$ cat config.mk
export PLATFORM = sky130hd
export DESIGN_NAME = param_circular_fifo
export DESIGN_NICKNAME = d
export VERILOG_FILES = /design/src/rtl/param_fifo_pkg.sv /design/src/rtl/fifo_mem_dp.sv /design/src/rtl/param_circular_fifo.sv
export SDC_FILE = /design/constraint.sdc
export NUM_CORES = 1
export LEC_CHECK = 0
export CAP_MARGIN = 25
export CORE_ASPECT_RATIO = 1.1
export CORE_MARGIN = 4
export CORE_UTILIZATION = 25
export DETAILED_ROUTE_END_ITERATION = 6
export GPL_TIMING_DRIVEN = 0
export PLACE_DENSITY_LB_ADDON = 0.12
export SYNTH_ARGS = -nofsm -noshare
export SYNTH_HDL_FRONTEND = slang
export SYNTH_SLANG_ARGS = --single-unit
export TNS_END_PERCENT = 100
$ cat constraint.sdc
create_clock -name clk -period 2.9 [get_ports clk]
set_clock_uncertainty 0.15 [all_clocks]
set_input_delay 0.58 -clock clk [delete_from_list [all_inputs] [get_ports clk]]
set_output_delay 0.58 -clock clk [all_outputs]
set_load 0.02 [all_outputs]
$ cat src/rtl/param_fifo_pkg.sv
// Shared constants and helpers for the parametrised circular FIFO.
package param_fifo_pkg;

    localparam int DEFAULT_AE_LEVEL  = 2;
    // almost_full default sits this many entries below DEPTH
    localparam int DEFAULT_AF_MARGIN = 2;

    function automatic int ptr_w(input int depth);
        return (depth <= 1) ? 1 : $clog2(depth);
    endfunction

endpackage

$ cat src/rtl/fifo_mem_dp.sv
// Simple dual-port register array: synchronous write, asynchronous read.
module fifo_mem_dp #(
    parameter int DATA_W = 8,
    parameter int DEPTH  = 8,
    parameter int PW     = 3
) (
    input  logic              clk,
    input  logic              we,
    input  logic [PW-1:0]     wr_addr,
    input  logic [DATA_W-1:0] wr_data,
    input  logic [PW-1:0]     rd_addr,
    output logic [DATA_W-1:0] rd_data
);

    logic [DATA_W-1:0] mem [DEPTH];

    always_ff @(posedge clk) begin
        if (we) begin
            mem[wr_addr] <= wr_data;
        end
    end

    assign rd_data = mem[rd_addr];

endmodule

$ cat src/rtl/param_circular_fifo.sv
// Single-clock circular FIFO with occupancy count, thresholds, error pulses
// and selectable registered / show-ahead read.
module param_circular_fifo
    import param_fifo_pkg::*;
#(
    parameter int DATA_W     = 8,
    parameter int DEPTH      = 8,
    parameter int AF_LEVEL   = DEPTH - DEFAULT_AF_MARGIN,
    parameter int AE_LEVEL   = DEFAULT_AE_LEVEL,
    parameter int SHOW_AHEAD = 0
) (
    input  logic                     clk,
    input  logic                     rst,
    input  logic                     enable,
    input  logic                     wr,
    input  logic [DATA_W-1:0]        data_in,
    input  logic                     rd,
    output logic [DATA_W-1:0]        data_out,
    output logic                     empty,
    output logic                     full,
    output logic                     almost_empty,
    output logic                     almost_full,
    output logic [ptr_w(DEPTH):0]    count,
    output logic                     overflow,
    output logic                     underflow
);

    localparam int PW = ptr_w(DEPTH);
    localparam int CW = PW + 1;

    logic [PW-1:0]     wr_ptr_reg;
    logic [PW-1:0]     rd_ptr_reg;
    logic [CW-1:0]     count_reg;
    logic [CW-1:0]     count_next;
    logic              overflow_reg;
    logic              underflow_reg;
    logic              wr_ok;
    logic              rd_ok;
    logic [DATA_W-1:0] rd_data;

    assign empty        = (count_reg == '0);
    assign full         = (count_reg == CW'(DEPTH));
    assign almost_empty = (int'(count_reg) <= AE_LEVEL);
    assign almost_full  = (int'(count_reg) >= AF_LEVEL);
    assign count        = count_reg;
    assign overflow     = overflow_reg;
    assign underflow    = underflow_reg;

    // Read is resolved first so a full FIFO can accept a concurrent write.
    assign rd_ok = enable & rd & ~empty;
    assign wr_ok = enable & wr & (~full | rd_ok);

    always_comb begin
        count_next = count_reg;
        case ({wr_ok, rd_ok})
            2'b10:   count_next = count_reg + CW'(1);
            2'b01:   count_next = count_reg - CW'(1);
            default: count_next = count_reg;
        endcase
    end

    always_ff @(posedge clk or negedge rst) begin
        if (!rst) begin
            wr_ptr_reg    <= '0;
            rd_ptr_reg    <= '0;
            count_reg     <= '0;
            overflow_reg  <= 1'b0;
            underflow_reg <= 1'b0;
        end else begin
            if (wr_ok) begin
                wr_ptr_reg <= wr_ptr_reg + PW'(1);
            end
            if (rd_ok) begin
                rd_ptr_reg <= rd_ptr_reg + PW'(1);
            end
            count_reg     <= count_next;
            overflow_reg  <= enable & wr & ~wr_ok;
            underflow_reg <= enable & rd & ~rd_ok;
        end
    end

    fifo_mem_dp #(
        .DATA_W (DATA_W),
        .DEPTH  (DEPTH),
        .PW     (PW)
    ) u_mem (
        .clk     (clk),
        .we      (wr_ok),
        .wr_addr (wr_ptr_reg),
        .wr_data (data_in),
        .rd_addr (rd_ptr_reg),
        .rd_data (rd_data)
    );

    generate
        if (SHOW_AHEAD == 0) begin : g_reg_read
            logic [DATA_W-1:0] data_reg;

            always_ff @(posedge clk or negedge rst) begin
                if (!rst) begin
                    data_reg <= '0;
                end else if (rd_ok) begin
                    data_reg <= rd_data;
                end
            end

            assign data_out = data_reg;
        end else begin : g_fwft
            // Head word is presented directly; forced to zero while empty.
            assign data_out = empty ? '0 : rd_data;
        end
    endgenerate

endmodule

==> run metrics <==
GRT overflow 0; CP arrival 2.78 ns; Util after Layout 33.1%; Max Cap Violations 0; final setup violation count 16; reg2reg start count[2]; Fin. Hold Viols 0; share of cells above drive strength 1 21.2%; Yosys warnings 0; clock buffer depth 2; LEAKAGE 1.57 nW; Port Buffers 30; crit end category flop; Final GP Congestion 0.684; Synth area leader edfxtp_1; FF-to-FF setup slack 0.14 ns; failing checks setup timing; Top-Level Pins 31; gr usage total 9.73%; maximum VDD drop 0.291 mV; Post-layout nets 263; Routed WL per cell 16.6 um; relative slew slack 39.5%; final setup TNS -1.02 ns; Largest register FFs 64; clk slew on worst S/H paths 0.06 ns; Die ar. 0.0158 mm2; Mapped Nets 219; synth unique cells 39; RSZ-0062 raised after global routing yes; Core Region 0.0134 mm2; initial antenna violation count 0; CTS sink cnt 84; Cell Rows 44; outcome finished with violations; gate count of the mapped netlist 201; via count 1857; crit path kind primary input to flop; crit share post-route 103%; CTS Buf Count 9; vias in the first global route 1927; first-pass GRT wire length 11400 um; CP Max Fanout 8; initial drt markers 126; Die Width 120 um; register area share after synthesis 69.9%; largest net degree at the start of global routing 21; Worst EP required 2.70 ns; Worst Reg-to-Reg Cells 9; reg-to-reg endpoint count[3]; WL final 7220 um; Syn Area/Cell 17.2 um2; synthesized area 0.00347 mm2; # DRC 0; Initial DRT Pass Iterations 4; initial core utilization 25.9%; Synth-to-Final Area Change 27.9%; share of the synthesized area in the top cell type 55.4%; max frequency 0.336 GHz; synthesis-stage register bit count 84; final HPWL from detailed placement 4770 um; HP Class primary input to asynchronous set/reset pin; hold_buf cts 0; CTS Root Cell clkbuf_16; CTS tree yes; PD cells 980 mW/mm2; Worst-Margin Slew 0.902 ns; ANT nets after route 0; Die Y 132 um; Clock Latency Late Sink 0.33 ns; Vias/cell 4.28; htree depth 3; final-report max-slew violation count 0; slack of the critical path -0.0770 ns; ranking of synthesized cells by area edfxtp_1 55%, dfrtp_1 14%, mux4_2 10%; Final Critical Period 2.98 ns; fill count 1316; crit start category primary input; antenna diode count 0
logic make-up after synthesis:
logic type / after synthesis / synth area share, %
adders and majority gates: 5 / 2.02
muxes: 27 / 13.6
buffers and inverters: 13 / 2.35
xor gates and xnor gates: 6 / 1.52
AOI/OAI and AO/OA: 22 / 4.01
and+or+nand+nor: 44 / 6.60
DFF: 84 / 69.9
synth_stat cells (all sizes together):
| cell | count |
|---|---|
| mux2i | 9 |
| a221o | 2 |
| buf | 7 |
| mux4 | 16 |
| and3b | 2 |
| or3 | 1 |
| nor3 | 3 |
| a211o | 1 |
| and3 | 1 |
| dfrtp | 20 |
| mux2 | 2 |
| xnor2 | 5 |
| xor2 | 1 |
| fa | 1 |
| a31oi | 1 |
| ha | 4 |
| clkbuf | 1 |
| nand4 | 1 |
| nand3 | 1 |
| a21o | 2 |
| or4 | 1 |
| a21oi | 4 |
| nand2 | 18 |
| nand2b | 4 |
| and4b | 1 |
| edfxtp | 64 |
| o21ai | 10 |
| inv | 5 |
| a211oi | 2 |
| nor2 | 9 |
| and2 | 2 |
metrics by stage:
step	area, um2	setup slack [ns]	hold WS, ns	instances	power (W)
after floorplan	3470	0.177	0.134	201	0.00258
after global placement	4000	-1.13	0.315	415	0.00312
after detailed placement	4020	-0.543	0.321	416	0.00312
after CTS	4350	-0.207	0.336	432	0.00438
after global routing	4430	-0.240	0.324	434	0.00462
final	4430	-0.0770	0.328	434	0.00434
repair_timing:
item,CTS,global route
pin swaps,0,1
hold endpoints to repair,0,0
endpoints found under the setup margin,57,50
setup buffers,0,1
gates resized for setup,2,9
placed cells by master (no fill, tap or decap), drive strengths merged, types with 9 or more instances in the layout:
cell type | synthesis | routed
buf | 7 | 10
clkbuf | 1 | 12
clkdlybuf4s50 | 0 | 29
dfrtp | 20 | 20
edfxtp | 64 | 64
mux2i | 9 | 9
mux4 | 16 | 16
nand2 | 18 | 18
nor2 | 9 | 9
o21ai | 10 | 10
power by group:
part	internal, W	switching [W]
registers	0.00150	0.000152
logic	0.000705	0.000748
clock network	0.000783	0.000459
layout make-up:
type                            instances  area, um2  area share, %
Sequential cell                        84       2420           54.6
Multi-Input combinational cell        104       1010           22.9
Timing Repair Buffer                   33        358           8.07
Clock buffer                           11        243           5.48
Tap cell                              184        230           5.19
Clock inverter                          5       85.1           1.92
Buffer                                  8       62.6           1.41
Inverter                                5       18.8          0.423
worst max path at each step:
stage                                 end  depth (start not counted)  slack (ns)     start
after floorplan                  count[3]                         10        0.18  count[3]
after global placement    u_mem.mem[0][2]                          5       -1.13    enable
after detailed placement  u_mem.mem[5][2]                          5       -0.54    enable
after CTS                 u_mem.mem[5][7]                          5       -0.21    enable
after global routing      u_mem.mem[4][4]                          5       -0.24    enable
final                     u_mem.mem[0][7]                          5       -0.08    enable
worst max-delay path, cell delays in order:
cell             delay (ns)
clkdlybuf4s50_1        0.62
nand2_1                0.15
a31oi_1                0.48
nand2b_1               0.22
nor3_2                 0.73
layer usage:
metal / vias to the layer above / global-route usage (%) / part of all wire [%]
li1: 870 / - / -
met1: 940 / 12.7 / 48
met2: 43 / 15.4 / 47
met3: 4 / 2.92 / 4.2
met4: 0 / 3.59 / 0.90
met5: - / 0 / 0
Power figures use the tool's default switching activity.
==> patch 1, RTL diff (config.mk and constraints unchanged) <==
Reset style: synchronous (`rst`), changed in 2 clocked blocks. Comments in the files are not updated.
--- a/src/rtl/param_circular_fifo.sv
+++ b/src/rtl/param_circular_fifo.sv
@@ -59,7 +59,7 @@
         endcase
     end
 
-    always_ff @(posedge clk or negedge rst) begin
+    always_ff @(posedge clk) begin
         if (!rst) begin
             wr_ptr_reg    <= '0;
             rd_ptr_reg    <= '0;
@@ -96,7 +96,7 @@
         if (SHOW_AHEAD == 0) begin : g_reg_read
             logic [DATA_W-1:0] data_reg;
 
-            always_ff @(posedge clk or negedge rst) begin
+            always_ff @(posedge clk) begin
                 if (!rst) begin
                     data_reg <= '0;
                 end else if (rd_ok) begin
Function: differs if rst is asserted again (counterexample within 4 cycles, from zero or initial values and one cycle with rst low); with rst held inactive, the same outputs for 10 cycles.
==> patch 1 against the original RTL <==
Synthesized area shrank 1.3%; cell area fell by 1.7%; worst setup slack improved by 140 ps; sequential cell count did not move; final cell count grew 2.5%; critical path type is now reg2out; wire length up 3.3%.
Power is not compared: it rests on default switching activity, and its combinational part moved more than twofold at a synthesized area within 25%.
==> patch 1: results (changes against the original RTL) <==
[outcome]
status = finished clean

[detailed_routing]
highest_layer = met4
met3_length_um = 216  ; -28%
wl_per_cell_um = 16.8  ; +0.77%
via_count = 1909  ; +2.8%
drt-met1-wl_mm = 3.56  ; +2.6%
drt_iter0_drc = 58  ; -54%

[final_layout]
final_cells = 445  ; +2.5%
multi_input_area_share = 0.239  ; +0.00990
final_nets = 274  ; +4.2%
drive_above_1_share = 0.241  ; +0.0294
buffers = 48  ; +17%
inverters_excl_clock = 7  ; +2
regArea_sq_um = 2320  ; -4.1%
area_growth_pct = 27.4
clk_share = 0.0686  ; -0.00535
nMultiInputCombCells = 106  ; +1.9%
n_clock_buffer = 10  ; -1
buf_share = 0.101  ; +0.00620

[synthesis]
synth_compound_area_frac = 0.0622  ; +0.0221
yosysSeqAreaShare = 0.679  ; -0.0201
synth_mux_area_frac = 0.135  ; -0.00186
syn_inst = 209  ; +4.0%
synth_fa_ha_area_frac = 0.0205  ; +0.000266
ys_async_sr_fraction = 0  ; -0.238
synth_area_leaders = edfxtp_1, dfxtp_1, mux4_2, mux2i_1, a21oi_1
ys_top_cells_by_count = edfxtp_1, dfxtp_1, mux4_2
syn-num-nets = 227  ; +3.7%
synth-xor-area-share = 0.0179  ; +0.00276
synth_cell_types = 37  ; -5.1%
synth_top_area_frac = 0.562  ; +0.00730

[setup_path]
startpoint = count[0]$_SDFFE_PN0P_
r2r_start = count[0]$_SDFFE_PN0P_

[global_routing]
grt_max_degree = 16  ; -24%
use_met2 = 0.159  ; +0.00554
grt_usage = 0.101  ; +0.00392
grt_pass1_wl_mm = 11.6  ; +2.0%
grt_use_met3 = 0.0194  ; -0.00986
grt_use_met1 = 0.135  ; +0.00843

[place]
post-place-cells = 426  ; +2.4%
hpwl_mm = 4.86  ; +1.9%
place_ws_ps = -377  ; +166 ps
post_dp_cell_area_sq_um = 4010  ; -0.19%
place_congestion = 0.692  ; +1.1%
io_buffers = 28  ; -6.7%

[power]
p_leak_nw = 1.41

[timing]
worst_pin_slew_ps = 946  ; +43.9 ps

[min_path]
hold_class = in2reg

-- patch 1: cell count changes after synthesis, sizes merged, moves of 3 or more --
cell,unedited run,this run
dfxtp,0,20
dfrtp,20,0
clkbuf,1,4
nand2,18,8
a21oi,4,12
-- patch 1: worst max-delay path: stages (launching register included) --
cell and delay [ps]:
dfxtp_1 320, buf_6 130, or4b_4 530, buf_6 150, inv_1 40, clkdlybuf4s50_1 590
-- patch 1: what timing repair did --
item,in CTS,in global routing
gates resized for setup,1,4
setup buffers,0,2
endpoints found under the hold margin,0,0
pin swaps,0,2
endpoints found under the setup margin,1,2
-- patch 1: worst paths after layout --
| kind | end | slack, ps | cells after the start |
|---|---|---|---|
| worst min-delay path | overflow$_SDFF_PN0_ | 370 | 2 |
| worst max-delay path | full | 70 | 5 |
| worst max register to register | count[3]$_SDFFE_PN0P_ | 150 | 12 |
| worst min register to register | count[3]$_SDFFE_PN0P_ | 380 | 2 |
==> patch 2, RTL diff (config.mk and constraints unchanged) <==
Made on the original files. `SHOW_AHEAD`: 0 -> 1.
--- a/src/rtl/param_circular_fifo.sv
+++ b/src/rtl/param_circular_fifo.sv
@@ -7,7 +7,7 @@
     parameter int DEPTH      = 8,
     parameter int AF_LEVEL   = DEPTH - DEFAULT_AF_MARGIN,
     parameter int AE_LEVEL   = DEFAULT_AE_LEVEL,
-    parameter int SHOW_AHEAD = 0
+    parameter int SHOW_AHEAD = 1
 ) (
     input  logic                     clk,
     input  logic                     rst,
Function: changed (Yosys sat finds a counterexample within 4 cycles, from zero or initial values and one cycle with rst low).
==> patch 2 against the original RTL <==
Core utilization decreased by 0.77 points; power is 8.9% lower; global-route usage is 0.26 points higher; wire length shrank 8.5%; via count shrank 12%; die area fell by 7.5%; final cell count is 13% lower; cell area fell by 8.5%; combinational power is 5% higher; clock power down 20%; sequential cell count down 8; synthesized area down 8.0%; worst setup slack better by 190 ps.
==> patch 2: results (changes against the original RTL) <==
[outcome]
status = finished clean

[timing]
finalCriticalPeriod_ps = 2790  ; -191 ps
worst_pin_slew_ps = 919  ; +16.2 ps
finalSetupTns_ps = 0  ; +1020 ps

[final_layout]
layout_commonest_cell = edfxtp_1
final_nets = 234  ; -11%
largest_reg_flops = 64  ; unchanged
drive_above_1_share = 0.226  ; +0.0142
nFillCells = 1238  ; -5.9%
antenna-diode-count = 0  ; unchanged

[synthesis]
synth_cell_types = 32  ; -18%
synth-edff-count = 64  ; unchanged
ys_top_cells_by_count = edfxtp_1, nor2_1, dfrtp_1
yosysSeqAreaShare = 0.697  ; -0.00165
ys_async_sr_fraction = 0.158  ; -0.0802
syn_inst = 168  ; -16%
syn-num-nets = 186  ; -15%
synth_area_leaders = edfxtp_1, dfrtp_1, mux4_2, mux4_1, mux2i_1
yosys_warnings = 0  ; unchanged

[global_routing]
antenna_found_initial = 0  ; unchanged
grt_max_degree = 13  ; -38%
grt_pass1_vias = 1740  ; -9.7%
grt_usage = 0.0999  ; +0.00262
grt_pass1_wl_mm = 10.4  ; -8.7%

[setup_path]
critPathArrivalTime_ps = 2060  ; -720 ps
max_stage_delay_ps = 540  ; -190 ps
startpoint = rd_ptr_reg[0]$_DFFE_PN0P_
crit_end = data_out[1]
path_max_fanout = 5  ; -3
crit_family = multiplexers
r2r_start = count[0]$_DFFE_PN0P_
worstSetupPathType = reg2out
reg2reg_setup_slack_ps = 310  ; +170 ps
reg2reg_depth = 10  ; +1
critPathSlowestCell = mux4_1
r2r_end = count[2]$_DFFE_PN0P_

[place]
place_ws_ps = -130  ; +413 ps
place_congestion = 0.649  ; -5.1%
hpwl_mm = 4.27  ; -10%
post-place-cells = 358  ; -14%
io_buffers = 30  ; unchanged

[clock_tree]
htree_levels = 3  ; unchanged
cts_resized = 10  ; +8
clkSlewWorstSetupHoldPaths_ps = 50
cts_buffers = 9  ; unchanged
post_cts_buffers = 0  ; unchanged
clockBufferDepth = 2  ; unchanged

[min_path]
holdPathStages = 2
holdCritStartpoint = rd_ptr_reg[1]$_DFFE_PN0P_
hold_class = reg2reg

[power]
peakVddDrop_uv = 341  ; +17%
p_leak_nw = 1.43  ; -8.7%
seq_power_mw = 1.45  ; -12%
swShare = 0.330  ; +0.0172
pwr-share-clk = 0.250  ; -0.036

[detailed_routing]
wl_mm = 6.61  ; -8.5%
viasPerCell = 4.30  ; +0.47%
wl_per_cell_um = 17.5  ; +5.0%
drt_iter0_drc = 79  ; -37%

-- patch 2: per-stage QoR --
| stage | hold slack (ps) | utilization | total power [mW] | cell area [sq um] |
|---|---|---|---|---|
| detailed placement | 439 | 0.298 | 3.02 | 3740 |
| floorplan | 134 | - | 2.43 | 3190 |
| finish | 455 | 0.324 | 3.96 | 4060 |
| global placement | 409 | 0.294 | 2.99 | 3680 |
| CTS | 452 | 0.319 | 3.95 | 4000 |
| global route | 488 | 0.324 | 4.21 | 4060 |
-- patch 2: metal layers --
| layer | part of all wire | global-route usage |
|---|---|---|
| met1 | 0.47 | 0.136 |
| met2 | 0.49 | 0.151 |
| met3 | 0.028 | 0.0320 |
| met4 | 0.011 | 0.0348 |
| met5 | 0 | 0 |
-- patch 2: area by class of cell --
| class | count | area (sq um) | area share |
|---|---|---|---|
| Sequential cell | 76 | 2220 | 0.548 |
| Multi-Input combinational cell | 83 | 930 | 0.229 |
| Timing Repair Buffer | 37 | 365 | 0.0900 |
| Clock buffer | 11 | 233 | 0.0574 |
| Tap cell | 157 | 196 | 0.0484 |
| Buffer | 8 | 78.8 | 0.0194 |
| Clock inverter | 5 | 28.8 | 0.00709 |
| Inverter | 1 | 3.75 | 0.000925 |
-- patch 2: cell families after synthesis --
| logic type | after synthesis | share of synthesized area |
|---|---|---|
| and+or+nand+nor | 35 | 0.0601 |
| adders and majority gates | 5 | 0.0196 |
| muxes | 27 | 0.158 |
| buffers and inverters | 9 | 0.0224 |
| xor gates and xnor gates | 9 | 0.0247 |
| AOI/OAI and AO/OA | 7 | 0.0181 |
| DFF | 76 | 0.697 |
